`src/rtl/xgsoc_pkg.sv`:
```
// Shared constants, decode enum and state type for the xgsoc peripheral core.
package xgsoc_pkg;

    localparam logic [31:0] IO_BASE = 32'h2000_0000;

    localparam logic [7:0] OFF_DISPLAY     = 8'h00;
    localparam logic [7:0] OFF_UART_DATA   = 8'h04;
    localparam logic [7:0] OFF_UART_STATUS = 8'h08;
    localparam logic [7:0] OFF_KBD_DATA    = 8'h0C;
    localparam logic [7:0] OFF_KBD_STATUS  = 8'h10;

    localparam int US_TX_BUSY    = 0;
    localparam int US_RX_VALID   = 1;
    localparam int US_RX_OVERRUN = 2;

    localparam int KS_NOT_EMPTY = 0;
    localparam int KS_FULL      = 1;
    localparam int KS_OVERFLOW  = 2;
    localparam int KS_ERR       = 3;

    typedef enum logic [1:0] {RAM, IO, UNMAPPED} access_t;

    typedef enum logic [1:0] {IDLE, START, DATA, STOP} uart_state_t;

    // RAM window wins over the I/O page should the two ever overlap.
    function automatic access_t decode_access(input logic [31:0] addr, input logic [32:0] ram_size);
        if ({1'b0, addr} < ram_size) return RAM;
        if (addr[31:8] == IO_BASE[31:8]) return IO;
        return UNMAPPED;
    endfunction

endpackage

```
`src/rtl/xgsoc_uart.sv`:
```
// 8N1 UART: transmitter and receiver, each bit lasting DIV clock cycles.
module xgsoc_uart
    import xgsoc_pkg::*;
#(
    parameter int DIV = 17
) (
    input  logic       clk,
    input  logic       reset_i,
    input  logic       tx_start,
    input  logic [7:0] tx_data,
    output logic       tx_busy,
    output logic       tx_o,
    input  logic       rx_i,
    output logic       rx_done,
    output logic [7:0] rx_byte
);
    localparam int CW = $clog2(DIV + 1);
    localparam logic [CW-1:0] BIT_END  = CW'(DIV - 1);
    localparam logic [CW-1:0] HALF_END = CW'(DIV / 2 - 1);

    uart_state_t   tx_state_reg, tx_state_next;
    logic [CW-1:0] tx_cnt_reg;
    logic [2:0]    tx_bit_reg;
    logic [7:0]    tx_shift_reg;
    logic          tx_line, tx_o_reg, tx_tick;

    assign tx_tick = (tx_cnt_reg == BIT_END);
    assign tx_o    = tx_o_reg;

    always_ff @(posedge clk or negedge reset_i) begin
        if (!reset_i) tx_state_reg <= IDLE;
        else          tx_state_reg <= tx_state_next;
    end

    always_comb begin
        tx_state_next = tx_state_reg;
        case (tx_state_reg)
            IDLE:  if (tx_start) tx_state_next = START;
            START: if (tx_tick) tx_state_next = DATA;
            DATA:  if (tx_tick && tx_bit_reg == 3'd7) tx_state_next = STOP;
            STOP:  if (tx_tick) tx_state_next = IDLE;
            default: tx_state_next = IDLE;
        endcase
    end

    always_comb begin
        tx_line = 1'b1;
        tx_busy = (tx_state_reg != IDLE);
        case (tx_state_reg)
            START:   tx_line = 1'b0;
            DATA:    tx_line = tx_shift_reg[0];
            default: tx_line = 1'b1;
        endcase
    end

    // The line is re-registered so the start bit appears the cycle after the state leaves IDLE.
    always_ff @(posedge clk or negedge reset_i) begin
        if (!reset_i) begin
            tx_cnt_reg   <= '0;
            tx_bit_reg   <= '0;
            tx_shift_reg <= '0;
            tx_o_reg     <= 1'b1;
        end else begin
            tx_o_reg <= tx_line;
            if (tx_state_reg == IDLE) begin
                tx_cnt_reg <= '0;
                tx_bit_reg <= '0;
                if (tx_start) tx_shift_reg <= tx_data;
            end else begin
                tx_cnt_reg <= tx_tick ? '0 : tx_cnt_reg + 1'b1;
                if (tx_state_reg == DATA && tx_tick) begin
                    tx_bit_reg   <= tx_bit_reg + 1'b1;
                    tx_shift_reg <= {1'b0, tx_shift_reg[7:1]};
                end
            end
        end
    end

    uart_state_t   rx_state_reg, rx_state_next;
    logic          rx_meta_reg, rx_sync_reg, rx_prev_reg;
    logic [CW-1:0] rx_cnt_reg;
    logic [2:0]    rx_bit_reg;
    logic [7:0]    rx_shift_reg, rx_byte_reg;
    logic          rx_tick, rx_half;

    assign rx_tick = (rx_cnt_reg == BIT_END);
    assign rx_half = (rx_cnt_reg == HALF_END);
    assign rx_byte = rx_byte_reg;

    always_ff @(posedge clk or negedge reset_i) begin
        if (!reset_i) rx_state_reg <= IDLE;
        else          rx_state_reg <= rx_state_next;
    end

    // A start bit that is high again at mid-bit is treated as a glitch.
    always_comb begin
        rx_state_next = rx_state_reg;
        case (rx_state_reg)
            IDLE:  if (rx_prev_reg && !rx_sync_reg) rx_state_next = START;
            START: if (rx_half) rx_state_next = rx_sync_reg ? IDLE : DATA;
            DATA:  if (rx_tick && rx_bit_reg == 3'd7) rx_state_next = STOP;
            STOP:  if (rx_tick) rx_state_next = IDLE;
            default: rx_state_next = IDLE;
        endcase
    end

    always_comb begin
        rx_done = (rx_state_reg == STOP) && rx_tick && rx_sync_reg;
    end

    always_ff @(posedge clk or negedge reset_i) begin
        if (!reset_i) begin
            rx_meta_reg  <= 1'b1;
            rx_sync_reg  <= 1'b1;
            rx_prev_reg  <= 1'b1;
            rx_cnt_reg   <= '0;
            rx_bit_reg   <= '0;
            rx_shift_reg <= '0;
            rx_byte_reg  <= '0;
        end else begin
            rx_meta_reg <= rx_i;
            rx_sync_reg <= rx_meta_reg;
            rx_prev_reg <= rx_sync_reg;
            case (rx_state_reg)
                IDLE: begin
                    rx_cnt_reg <= '0;
                    rx_bit_reg <= '0;
                end
                START:   rx_cnt_reg <= rx_half ? '0 : rx_cnt_reg + 1'b1;
                default: rx_cnt_reg <= rx_tick ? '0 : rx_cnt_reg + 1'b1;
            endcase
            if (rx_state_reg == DATA && rx_tick) begin
                rx_shift_reg <= {rx_sync_reg, rx_shift_reg[7:1]};
                rx_bit_reg   <= rx_bit_reg + 1'b1;
            end
            if (rx_done) rx_byte_reg <= rx_shift_reg;
        end
    end

endmodule

```
`src/rtl/xgsoc_core.sv`:
```
// Bus decode for the xgsoc CPU: RAM pass-through plus an I/O page with display, UART and keyboard FIFO.
module xgsoc_core
    import xgsoc_pkg::*;
#(
    parameter int     FREQ_HZ  = 2_000_000,
    parameter int     BAUDS    = 115200,
    parameter longint RAM_SIZE = 16 * 1024 * 1024
) (
    input  logic        clk,
    input  logic        reset_i,
    input  logic        bus_req_i,
    input  logic        bus_we_i,
    input  logic [31:0] bus_addr_i,
    input  logic [31:0] bus_wdata_i,
    input  logic [3:0]  bus_wstrb_i,
    output logic [31:0] bus_rdata_o,
    output logic        bus_ack_o,
    output logic        mem_req_o,
    output logic        mem_we_o,
    output logic [31:0] mem_addr_o,
    output logic [31:0] mem_wdata_o,
    output logic [3:0]  mem_wstrb_o,
    input  logic [31:0] mem_rdata_i,
    input  logic        mem_ack_i,
    output logic [7:0]  display_o,
    input  logic        rx_i,
    output logic        tx_o,
    input  logic [7:0]  ps2_kbd_code_i,
    input  logic        ps2_kbd_strobe_i,
    input  logic        ps2_kbd_err_i
);
    localparam int DIV = FREQ_HZ / BAUDS;

    access_t     acc;
    logic        ram_sel, ram_active, io_fire, io_wr, io_rd;
    logic [7:0]  off;
    logic        ack_reg;
    logic [31:0] rdata_reg, rdata_next;
    logic [7:0]  display_reg;
    logic        tx_start, tx_busy, rx_done;
    logic [7:0]  rx_byte;
    logic        rx_valid_reg, rx_overrun_reg, kbd_ovf_reg, kbd_err_reg;
    logic        rd_uart_data, rd_uart_status, rd_kbd_data, rd_kbd_status;

    logic [7:0]  fifo_mem [16];
    logic [3:0]  wr_ptr_reg, rd_ptr_reg;
    logic [4:0]  count_reg;
    logic        kbd_full, kbd_not_empty, push, pop;

    assign acc        = decode_access(bus_addr_i, 33'(RAM_SIZE));
    assign ram_sel    = (acc == RAM);
    assign ram_active = bus_req_i & ram_sel;
    assign off        = bus_addr_i[7:0];

    assign mem_req_o   = ram_active;
    assign mem_we_o    = bus_we_i;
    assign mem_addr_o  = bus_addr_i;
    assign mem_wdata_o = bus_wdata_i;
    assign mem_wstrb_o = bus_wstrb_i;

    // ack_reg doubles as the blocker: a request still high during its ack cycle cannot fire again.
    assign io_fire = bus_req_i & ~ram_sel & ~ack_reg;
    assign io_wr   = io_fire & (acc == IO) & bus_we_i;
    assign io_rd   = io_fire & (acc == IO) & ~bus_we_i;

    assign bus_ack_o   = ram_active ? mem_ack_i   : ack_reg;
    assign bus_rdata_o = ram_active ? mem_rdata_i : rdata_reg;
    assign display_o   = display_reg;

    assign tx_start       = io_wr & (off == OFF_UART_DATA) & ~tx_busy;
    assign rd_uart_data   = io_rd & (off == OFF_UART_DATA);
    assign rd_uart_status = io_rd & (off == OFF_UART_STATUS);
    assign rd_kbd_data    = io_rd & (off == OFF_KBD_DATA);
    assign rd_kbd_status  = io_rd & (off == OFF_KBD_STATUS);

    assign kbd_full      = (count_reg == 5'd16);
    assign kbd_not_empty = (count_reg != 5'd0);
    assign push          = ps2_kbd_strobe_i & ~kbd_full;
    assign pop           = rd_kbd_data & kbd_not_empty;

    xgsoc_uart #(.DIV(DIV)) u_uart (
        .clk      (clk),
        .reset_i  (reset_i),
        .tx_start (tx_start),
        .tx_data  (bus_wdata_i[7:0]),
        .tx_busy  (tx_busy),
        .tx_o     (tx_o),
        .rx_i     (rx_i),
        .rx_done  (rx_done),
        .rx_byte  (rx_byte)
    );

    always_comb begin
        rdata_next = '0;
        if (io_rd) begin
            case (off)
                OFF_DISPLAY:   rdata_next[7:0] = display_reg;
                OFF_UART_DATA: rdata_next[7:0] = rx_byte;
                OFF_UART_STATUS: begin
                    rdata_next[US_TX_BUSY]    = tx_busy;
                    rdata_next[US_RX_VALID]   = rx_valid_reg;
                    rdata_next[US_RX_OVERRUN] = rx_overrun_reg;
                end
                OFF_KBD_DATA: if (kbd_not_empty) rdata_next[7:0] = fifo_mem[rd_ptr_reg];
                OFF_KBD_STATUS: begin
                    rdata_next[KS_NOT_EMPTY] = kbd_not_empty;
                    rdata_next[KS_FULL]      = kbd_full;
                    rdata_next[KS_OVERFLOW]  = kbd_ovf_reg;
                    rdata_next[KS_ERR]       = kbd_err_reg;
                end
                default: rdata_next = '0;
            endcase
        end
    end

    always_ff @(posedge clk) begin
        if (push) fifo_mem[wr_ptr_reg] <= ps2_kbd_code_i;
    end

    // New events take priority over a clear-on-read landing on the same edge.
    always_ff @(posedge clk or negedge reset_i) begin
        if (!reset_i) begin
            ack_reg        <= 1'b0;
            rdata_reg      <= '0;
            display_reg    <= '0;
            rx_valid_reg   <= 1'b0;
            rx_overrun_reg <= 1'b0;
            kbd_ovf_reg    <= 1'b0;
            kbd_err_reg    <= 1'b0;
            wr_ptr_reg     <= '0;
            rd_ptr_reg     <= '0;
            count_reg      <= '0;
        end else begin
            ack_reg   <= io_fire;
            rdata_reg <= rdata_next;
            if (io_wr && off == OFF_DISPLAY) display_reg <= bus_wdata_i[7:0];

            if (rx_done)           rx_valid_reg <= 1'b1;
            else if (rd_uart_data) rx_valid_reg <= 1'b0;
            if (rx_done && rx_valid_reg && !rd_uart_data) rx_overrun_reg <= 1'b1;
            else if (rd_uart_status)                       rx_overrun_reg <= 1'b0;

            if (ps2_kbd_strobe_i && kbd_full) kbd_ovf_reg <= 1'b1;
            else if (rd_kbd_status)           kbd_ovf_reg <= 1'b0;
            if (ps2_kbd_err_i)                kbd_err_reg <= 1'b1;
            else if (rd_kbd_status)           kbd_err_reg <= 1'b0;

            if (push) wr_ptr_reg <= wr_ptr_reg + 1'b1;
            if (pop)  rd_ptr_reg <= rd_ptr_reg + 1'b1;
            count_reg <= count_reg + {4'b0, push} - {4'b0, pop};
        end
    end

endmodule

```
`config.mk`:
```
export PLATFORM = sky130hd
export DESIGN_NAME = xgsoc_core
export DESIGN_NICKNAME = d
export VERILOG_FILES = /design/src/rtl/xgsoc_pkg.sv /design/src/rtl/xgsoc_uart.sv /design/src/rtl/xgsoc_core.sv
export SDC_FILE = /design/constraint.sdc
export NUM_CORES = 1
export LEC_CHECK = 0
export ABC_AREA = 1
export BUFFER_PORTS_ARGS = -buffer_cell sky130_fd_sc_hd__buf_2
export CORE_UTILIZATION = 40
export DETAILED_ROUTE_END_ITERATION = 10
export HOLD_SLACK_MARGIN = 0.05
export SYNTH_ARGS = -nofsm -noshare
export SYNTH_HDL_FRONTEND = slang
export SYNTH_SLANG_ARGS = --single-unit
export TNS_END_PERCENT = 10
```
`constraint.sdc`:
```
create_clock -name clk -period 3.7 [get_ports clk]
set_clock_uncertainty 0.15 [all_clocks]
set_input_delay 0.185 -clock clk [delete_from_list [all_inputs] [get_ports clk]]
set_output_delay 0.185 -clock clk [all_outputs]
set_load 0.05 [all_outputs]
```
==> flow_summary.ini <==
[setup_path]
cp_data_required_time_ns = 3.99
worstPathArrival_ns = 3.17
cpMostUsedCell = inv_1
cp_num_buf_inv = 4
critPathSlowestCell = fa_1
path_cells = inv_1, ha_1, nand3_1, nor2_1, inv_1, nand4_1, nor2_8, ha_1, inv_1, ha_1, inv_1, fa_1, o21ai_0, xor2_1
cp_max_fo = 9
path_delay_family = adder cells
cpPeakStageDelay_ns = 0.39
cp-end-kind = register
r2r_start = count_reg[3]
path_depth = 14
r2r_cells = 14
setup.worst_path.start = count_reg[3]
startpoint_type = register
path_class = reg2reg

[placement]
routabilityCongestion = 0.8942
dpl.cell_count = 1489
place_ws_ns = 0.6804
port_buffers = 171
hpwlAfterDp_mm = 20.49

[timing]
fin_crit_sh_pct = 77.98
fmax_mhz = 346.6
fin_crit_ns = 2.885
grt_setup_unrepaired = no
hold_viol_final = 0
setup_ws_ns = 0.8146
setup_violations = 0
slew_headroom_pct = 35.80
drv_slew = 0
worstMarginPinSlew_ns = 0.9620
fin_setup_tns_ns = 0

[floorplan]
rows = 58
io_pins = 228
die_w_microns = 162.7
start_util_pct = 40.90
dieHeight_microns = 162.7
coreArea_sq_um = 25250
dieArea_sq_um = 26470

[synthesis]
yosys-top-cells-count = nand2_1 (219), nor2_1 (150), edfxtp_1 (128)
synth_fp_nets = 1225
async_flop_share_pct = 39.05
yosysSeqAreaShare_pct = 57.13
synth_most_common_cell = nand2_1
synth-edff-count = 128
ys.flop_type = edfxtp_1
syn_inst = 1085
synth.cell_area_sq_um = 10330
synth_top_area_share_pct = 37.21
yosysUniqueCellTypes = 41
synth.area.top_cells = edfxtp_1 (37%), dfrtp_1 (19%), nand2_1 (8.0%)
yosys.area.top_type = edfxtp_1
yosys_warnings = 0
ys_seq_elements = 210
syn_avg_cell_area_sq_um = 9.519

[hold_path]
hold_class = in2reg
hp-start = bus_addr_i[2]
holdPathStages = 6

[power_and_ir_drop]
vdd_drop_max_mv = 0.3866
power_density_nw_per_um2 = 498.1
leakagePower_nw = 5.548

[clock_network]
cts_buffer_depth = 3
post_cts.repair.setup_buffers = 0
ctsHtreeMaxLevel = 1
clkTransAtPathRegs_ns = 0.06
cts_buffers = 24
cts_sinks = 210
cts_tree = yes
clock_latency_ns = 0.51
clock_tree.root_cell = clkbuf_16

[grt]
grt_pass1_vias = 7160
antenna_found_initial = 0
overflow = 0
grt_first_pass_wirelength_mm = 42.04
grt_max_degree = 84
groute.usage.overall_pct = 21.36

[route]
drt_iter0_markers = 519
wl_per_cell_microns = 18.26
vias_per_cell = 4.871
num_vias = 7633
antenna_left = 0
wirelength_mm = 28.61
drt_first_pass_iters = 5
drc = 0

[final_layout]
nets = 1359
area.growth.synth_to_final_pct = 16.93
diodes = 0
layout-drive-gt1-share_pct = 20.78
largest_reg_flops = 128
largest-register = fifo_mem
final_cell_count_no_fill = 1567

[run]
cap_viol_max_count = 0

[outcome]
outcome = finished, final reports clean
## worst paths after layout
check / endpoint / slack (ns)
max: count_reg[4] / 0.81
min: rx_overrun_reg / 0.08
max in group asynchronous: rd_ptr_reg[0] / 2.43
min in group asynchronous: u_uart.tx_shift_reg[0] / 0.17
min reg2reg: u_uart.rx_sync_reg / 0.21
max reg2reg: count_reg[4] / 0.81
## area by class of cell
| type | count | area, sq um |
|---|---|---|
| Clock buffer | 32 | 701.9 |
| Clock inverter | 12 | 63.81 |
| Fill cell | 2398 | 13180 |
| Inverter | 126 | 473.0 |
| Multi-Input combinational cell | 645 | 3261 |
| Sequential cell | 210 | 5902 |
| Tap cell | 330 | 412.9 |
| Timing Repair Buffer | 212 | 1264 |
## placed cells by master (no fill, tap or decap), types with 4 or more instances in the layout
| cell | instances |
|---|---|
| nand2_1 | 219 |
| buf_2 | 170 |
| nor2_1 | 150 |
| edfxtp_1 | 128 |
| inv_1 | 122 |
| dfrtp_1 | 77 |
| o21ai_0 | 75 |
| nand3_1 | 74 |
| dlygate4sd3_1 | 34 |
| clkbuf_16 | 25 |
| ha_1 | 23 |
| o211ai_1 | 21 |
| a21oi_1 | 17 |
| o21ai_2 | 14 |
| xor2_1 | 10 |
| nand4_1 | 8 |
| buf_4 | 7 |
| clkinv_1 | 5 |
| nor2_2 | 5 |
| clkbuf_8 | 5 |
| clkinv_2 | 5 |
| xnor2_1 | 4 |
| dfstp_2 | 4 |
## metal layers
layer	share of wire, %	track usage [%]	up-vias
met5	0	0	-
met4	3.3	7.816	0
met3	6.8	3.387	49
met2	52	39.11	278
met1	38	25.02	3566
li1	-	-	3740
## stage by stage
step	area [sq um]	hold slack [ns]	util [%]	power [mW]
after floorplan	10330	-0.2606	-	3.588
after global placement	10970	0.1412	43.45	3.754
after detailed placement	10970	0.1417	43.45	3.782
after CTS	12080	0.05770	47.83	6.070
after global routing	12080	0.09284	47.83	6.284
final	12080	0.07950	47.83	6.016
## worst reg2reg max path, stage by stage (launching register included)
cell and delay [ns]:
dfrtp_1 0.36, inv_1 0.07, ha_1 0.19, nand3_1 0.08, nor2_1 0.06, inv_1 0.08
nand4_1 0.24, nor2_8 0.25, ha_1 0.25, inv_1 0.06, ha_1 0.15, inv_1 0.05
fa_1 0.39, o21ai_0 0.25, xor2_1 0.17
## kinds of logic (layout without fill, tap and decap cells)
kind of cell    Yosys count  in the layout  share of synthesized area (%)
buf+inv                 230            382                          11.30
xor+xnor                 15             15                          1.345
compound gates          136            136                          7.814
flops                   210            210                          57.13
simple gates            470            470                          19.43
fa+ha+maj                24             24                          2.980
## repair_timing
action                                 CTS  global route
hold buffers                            34             0
gates resized for setup                  0             0
endpoints found under the hold margin  215             0
## power by group
group          total (mW)  switching, mW  internal [mW]
registers            2.87          0.117           2.75
clock network        2.26          0.932           1.33
logic               0.885          0.608          0.277
total                6.02           1.66           4.36
Power figures use the tool's default switching activity.
